$ cat src/rtl/ifetch.sv
// Instruction fetch unit: drives the Yduck instruction bus (one-cycle read latency)
// and presents a valid, PC-tagged instruction stream to decode with stall and jump.
module ifetch #(
  parameter int              DW     = 16,
  parameter int              AW     = 16,
  parameter logic [AW-1:0]   RST_PC = '0
) (
  input  logic          clk,
  input  logic          rst,
  output logic [AW-1:0] ibus_addr,
  input  logic [DW-1:0] ibus_dout,
  input  logic          stall,
  input  logic          jmp_en,
  input  logic [AW-1:0] jmp_addr,
  output logic [DW-1:0] inst,
  output logic [AW-1:0] inst_pc,
  output logic          inst_vld
);

  logic [AW-1:0] pc;
  logic [AW-1:0] inst_pc_q;
  logic          vld_q;
  logic          hold_q;
  logic [DW-1:0] buf_q;

  // Jump beats stall beats advance. A stall captures the word currently on
  // ibus_dout once, because the bus keeps re-reading pc and would overwrite it.
  always_ff @(posedge clk or negedge rst) begin
    if (!rst) begin
      pc        <= RST_PC;
      inst_pc_q <= '0;
      vld_q     <= 1'b0;
      hold_q    <= 1'b0;
      buf_q     <= '0;
    end else if (jmp_en) begin
      pc     <= jmp_addr;
      vld_q  <= 1'b0;
      hold_q <= 1'b0;
    end else if (stall) begin
      if (vld_q && !hold_q) begin
        buf_q  <= ibus_dout;
        hold_q <= 1'b1;
      end
    end else begin
      inst_pc_q <= pc;
      pc        <= pc + {{(AW-1){1'b0}}, 1'b1};
      vld_q     <= 1'b1;
      hold_q    <= 1'b0;
    end
  end

  assign ibus_addr = pc;
  assign inst_vld  = vld_q;
  assign inst_pc   = inst_pc_q;
  assign inst      = !vld_q ? '0 : (hold_q ? buf_q : ibus_dout);

endmodule

$ cat config.mk
export PLATFORM = sky130hd
export DESIGN_NAME = ifetch
export DESIGN_NICKNAME = d
export VERILOG_FILES = /design/src/rtl/ifetch.sv
export SDC_FILE = /design/constraint.sdc
export NUM_CORES = 1
export LEC_CHECK = 0
export CAP_MARGIN = 15
export CELL_PAD_IN_SITES_DETAIL_PLACEMENT = 1
export CELL_PAD_IN_SITES_GLOBAL_PLACEMENT = 1
export CORE_ASPECT_RATIO = 1.5
export CORE_MARGIN = 10
export CORE_UTILIZATION = 34
export CTS_CLUSTER_DIAMETER = 120
export DETAILED_ROUTE_END_ITERATION = 12
export PLACE_DENSITY = 0.82
export SYNTH_ARGS = -nofsm -noshare
export SYNTH_HDL_FRONTEND = slang
export SYNTH_SLANG_ARGS = --single-unit
$ cat constraint.sdc
create_clock -name clk -period 2.2 [get_ports clk]
set_input_delay 0.44 -clock clk [delete_from_list [all_inputs] [get_ports clk]]
set_output_delay 0.44 -clock clk [all_outputs]
set_load 0.02 [all_outputs]
==> flow_metrics.py <==
metrics = {
    "run_status": {
        "result_of_the_run": "finished, final reports clean",
    },
    "layout": {
        "antennaDiodeCount": 0,
        "register_area_um2": 1252,
        "syn2layout_area_growth_pct": 43.88,
        "finish.utilization": 0.5055,
        "fillerInstances": 767,
        "design.final.nets": 333,
        "area_taken_by_multi_input_logic_gates_um2": 1100,
        "share_of_layout_cells_above_drive_strength_1": 0.1852,
    },
    "timing": {
        "actual_slew_at_the_worst_max_slew_pin_ns": 0.5809,
        "timing.max_slew.rel_slack": 0.6128,
        "slew_viol_final": 0,
        "min_period_over_period": 0.8976,
        "unrepaired_setup_endpoints_after_global_routing": "false",
        "fin_worst_skew_ns": 0.002917,
        "fin_setup_tns_ns": 0,
        "max_clock_freq_mhz": 506.4,
        "final-setup-viol-count": 0,
        "final_period_minus_worst_setup_slack_ns": 1.975,
        "final_hold_violating_endpoints": 0,
    },
    "critical_path": {
        "cp_top_family": "buffers and inverters",
        "crit_end_category": "output pin",
        "crit_path_cell_trace": "buf_12 > mux2i_1 > nor2_1 > dlygate4sd2_1",
        "critPathRequiredTime_ns": 1.76,
        "crit_path_max_fanout": 16,
        "criticalPathCategory": "flop to output pin",
        "start_kind": "flop",
        "critPathMaxStageDelay_ns": 0.43,
        "crit_path_top_delay_cell": "dfrtp_2",
        "crit_buf_inv": 2,
        "worst_path_arrival_time_ns": 1.53,
    },
    "routing": {
        "drt_first_pass_iters": 4,
        "totalWireLength_mm": 6.962,
        "detail_route.wl_per_cell_um": 18.57,
        "routed_via_density": 5.091,
        "met3WireLength_um": 533,
        "drt_first_iter_violations": 63,
        "met2RoutedLength_mm": 3.599,
        "post-route-drc-count": 0,
        "maxUsedRoutingLayer": "met4",
        "vias": 1909,
        "met1_length_mm": 2.745,
        "ant_nets": 0,
    },
    "grt": {
        "grt_antenna_before_repair": 0,
        "gr-total-overflow": 0,
        "grt_start_max_net_pins": 29,
        "grt_pass1_wl_mm": 11.07,
        "grtUsageTotal": 0.1311,
        "number_of_global_route_vias_before_repair": 2074,
    },
    "synthesis": {
        "yosysUniqueCellTypes": 36,
        "synth.ff_latch_count": 50,
        "yosys_warnings": 0,
        "synthCells": 207,
        "mappedNetlistNets": 244,
        "synth_sequential_area_ratio": 0.5163,
        "synth.avg_cell_area_um2": 11.71,
        "synth-main-ff-cell": "dfrtp_1",
        "mappedNetlistArea_um2": 2424,
        "async_flop_share": 1.000,
        "synth_enable_flop_cells": 0,
    },
    "die": {
        "die_area_um2": 10980,
        "die_y_um": 123.4,
        "placement_rows": 37,
        "start_util": 0.3514,
        "chipWidth_um": 88.94,
        "coreArea_um2": 6898,
        "top_level_ports": 85,
    },
    "pwr": {
        "power.density_nw_per_um2": 736.1,
        "power.share.switching": 0.2998,
        "power.net_switching_uw": 769.5,
        "p_clk_frac": 0.256,
        "p_comb_frac": 0.280,
        "total_power_uw": 2567,
        "pwr-share-seq": 0.463,
        "ir_drop_mv": 0.3591,
        "power_leakage_uw": 0.001465,
        "power.internal_uw": 1797,
    },
    "clock_network": {
        "number_of_buffers_added_for_setup_after_cts": 0,
        "cts-root-buf": "clkbuf_8",
        "clkLatencyLatePin_ns": 0.31,
        "htree_levels": 2,
        "cts_made_buffers": 5,
        "tritoncts": "done",
        "clk_pin_slew_worst_paths_ns": 0.09,
        "clockBufferDepth": 2,
        "cts_sinks": 50,
    },
    "worst_hold_path": {
        "worst_hold_path_type": "input pin to async pin",
    },
    "run": {
        "maxCapViolations": 0,
    },
    "placed_design": {
        "gp_congestion": 0.7016,
        "port_buffers": 84,
        "hpwlAfterDp_mm": 5.285,
    },
}
==> area by class of cell <==
type / instances / share of cell area
inverter: 2 / 0.002153
clock inverter: 3 / 0.01148
sequential: 50 / 0.3592
timing repair buffer: 93 / 0.2641
multi-input combinational: 144 / 0.3154
clock buffer: 5 / 0.01973
tap: 78 / 0.02799
==> flip-flops by register name, indices dropped and copies added, names as in the netlist <==
signal / cells
hold_q: 1
buf_q: 16
inst_pc: 16
inst_vld: 1
ibus_addr: 16
==> per-stage QoR <==
stage | setup slack (ns) | hold WS, ns | instance area, µm² | instances
2_1_floorplan | 0.4965 | 0.1444 | 2424 | 207
3_3_place_gp | 0.06972 | 0.4642 | 3397 | 367
3_5_place_dp | 0.04749 | 0.4710 | 3397 | 367
4_1_cts | 0.1997 | 0.1249 | 3487 | 375
5_1_grt | 0.1120 | 0.1248 | 3487 | 375
6_report | 0.2253 | 0.1169 | 3487 | 375
==> cell families (layout without fill, tap and decap cells) <==
| logic type | Yosys count | count (layout) | share of synthesized area |
|---|---|---|---|
| AOI/OAI and AO/OA | 20 | 20 | 0.04956 |
| xor gates and xnor gates | 10 | 10 | 0.03614 |
| adders and majority gates | 1 | 1 | 0.005162 |
| buffers and inverters | 13 | 103 | 0.02994 |
| DFF | 50 | 50 | 0.5163 |
| muxes | 49 | 49 | 0.2189 |
| and+or+nand+nor | 64 | 64 | 0.1440 |
==> power groups by stage <==
stage / clock network, µW / logic (µW) / registers [µW]
after floorplan: 0 / 270 / 1290
after global placement: 0 / 728 / 1190
after detailed placement: 0 / 743 / 1210
after CTS: 681 / 736 / 1190
after global routing: 725 / 773 / 1210
final: 658 / 719 / 1190
==> Yosys cell counts (2+ instances only) <==
master,instances,area share
nor2b_1,3,0.0077
or4_1,2,0.0062
xor2_1,9,0.033
buf_6,2,0.0093
o21ai_0,13,0.027
nand2_1,18,0.028
nand3_4,2,0.014
mux2_2,32,0.15
dfrtp_1,50,0.52
nor2_1,20,0.031
nand4_1,4,0.010
mux2i_1,17,0.070
buf_2,4,0.0083
nand3_1,5,0.010
o31a_1,2,0.0072
nor4_1,2,0.0052
clkbuf_1,3,0.0046
==> layout by cell type (no fill, tap or decap), drive strengths merged, types with 4 or more instances in the layout <==
master | Yosys | layout
buf | 8 | 10
clkbuf | 3 | 5
clkdlybuf4s50 | 0 | 67
dfrtp | 50 | 50
dlygate4sd2 | 0 | 16
mux2 | 32 | 32
mux2i | 17 | 17
nand2 | 18 | 18
nand3 | 7 | 7
nand4 | 4 | 4
nor2 | 20 | 20
o21ai | 13 | 13
xor2 | 9 | 9
==> worst paths after layout <==
check | from | to | slack, ns | cells after the start
max | hold_q$_DFFE_PN0P_ | inst[10] | 0.23 | 4
min | rst | buf_q[10]$_DFFE_PN0P_ | 0.12 | 1
max reg2reg | ibus_addr[2]$_DFFE_PN0N_ | ibus_addr[13]$_DFFE_PN0N_ | 0.55 | 4
min reg2reg | buf_q[11]$_DFFE_PN0P_ | buf_q[11]$_DFFE_PN0P_ | 0.51 | 1
max in group asynchronous | rst | hold_q$_DFFE_PN0P_ | 1.52 | 2
min in group clk | buf_q[11]$_DFFE_PN0P_ | buf_q[11]$_DFFE_PN0P_ | 0.51 | 1
==> routing by layer <==
metal,up-vias,global-route usage
li1,897,-
met1,948,0.1372
met2,58,0.2350
met3,6,0.05069
met4,0,0.03892
met5,-,0
==> what timing repair did <==
action | in CTS | in global routing
setup endpoints to repair | 16 | 0
resized for setup | 17 | 0
hold buffers | 0 | 0
Power figures use the tool's default switching activity.
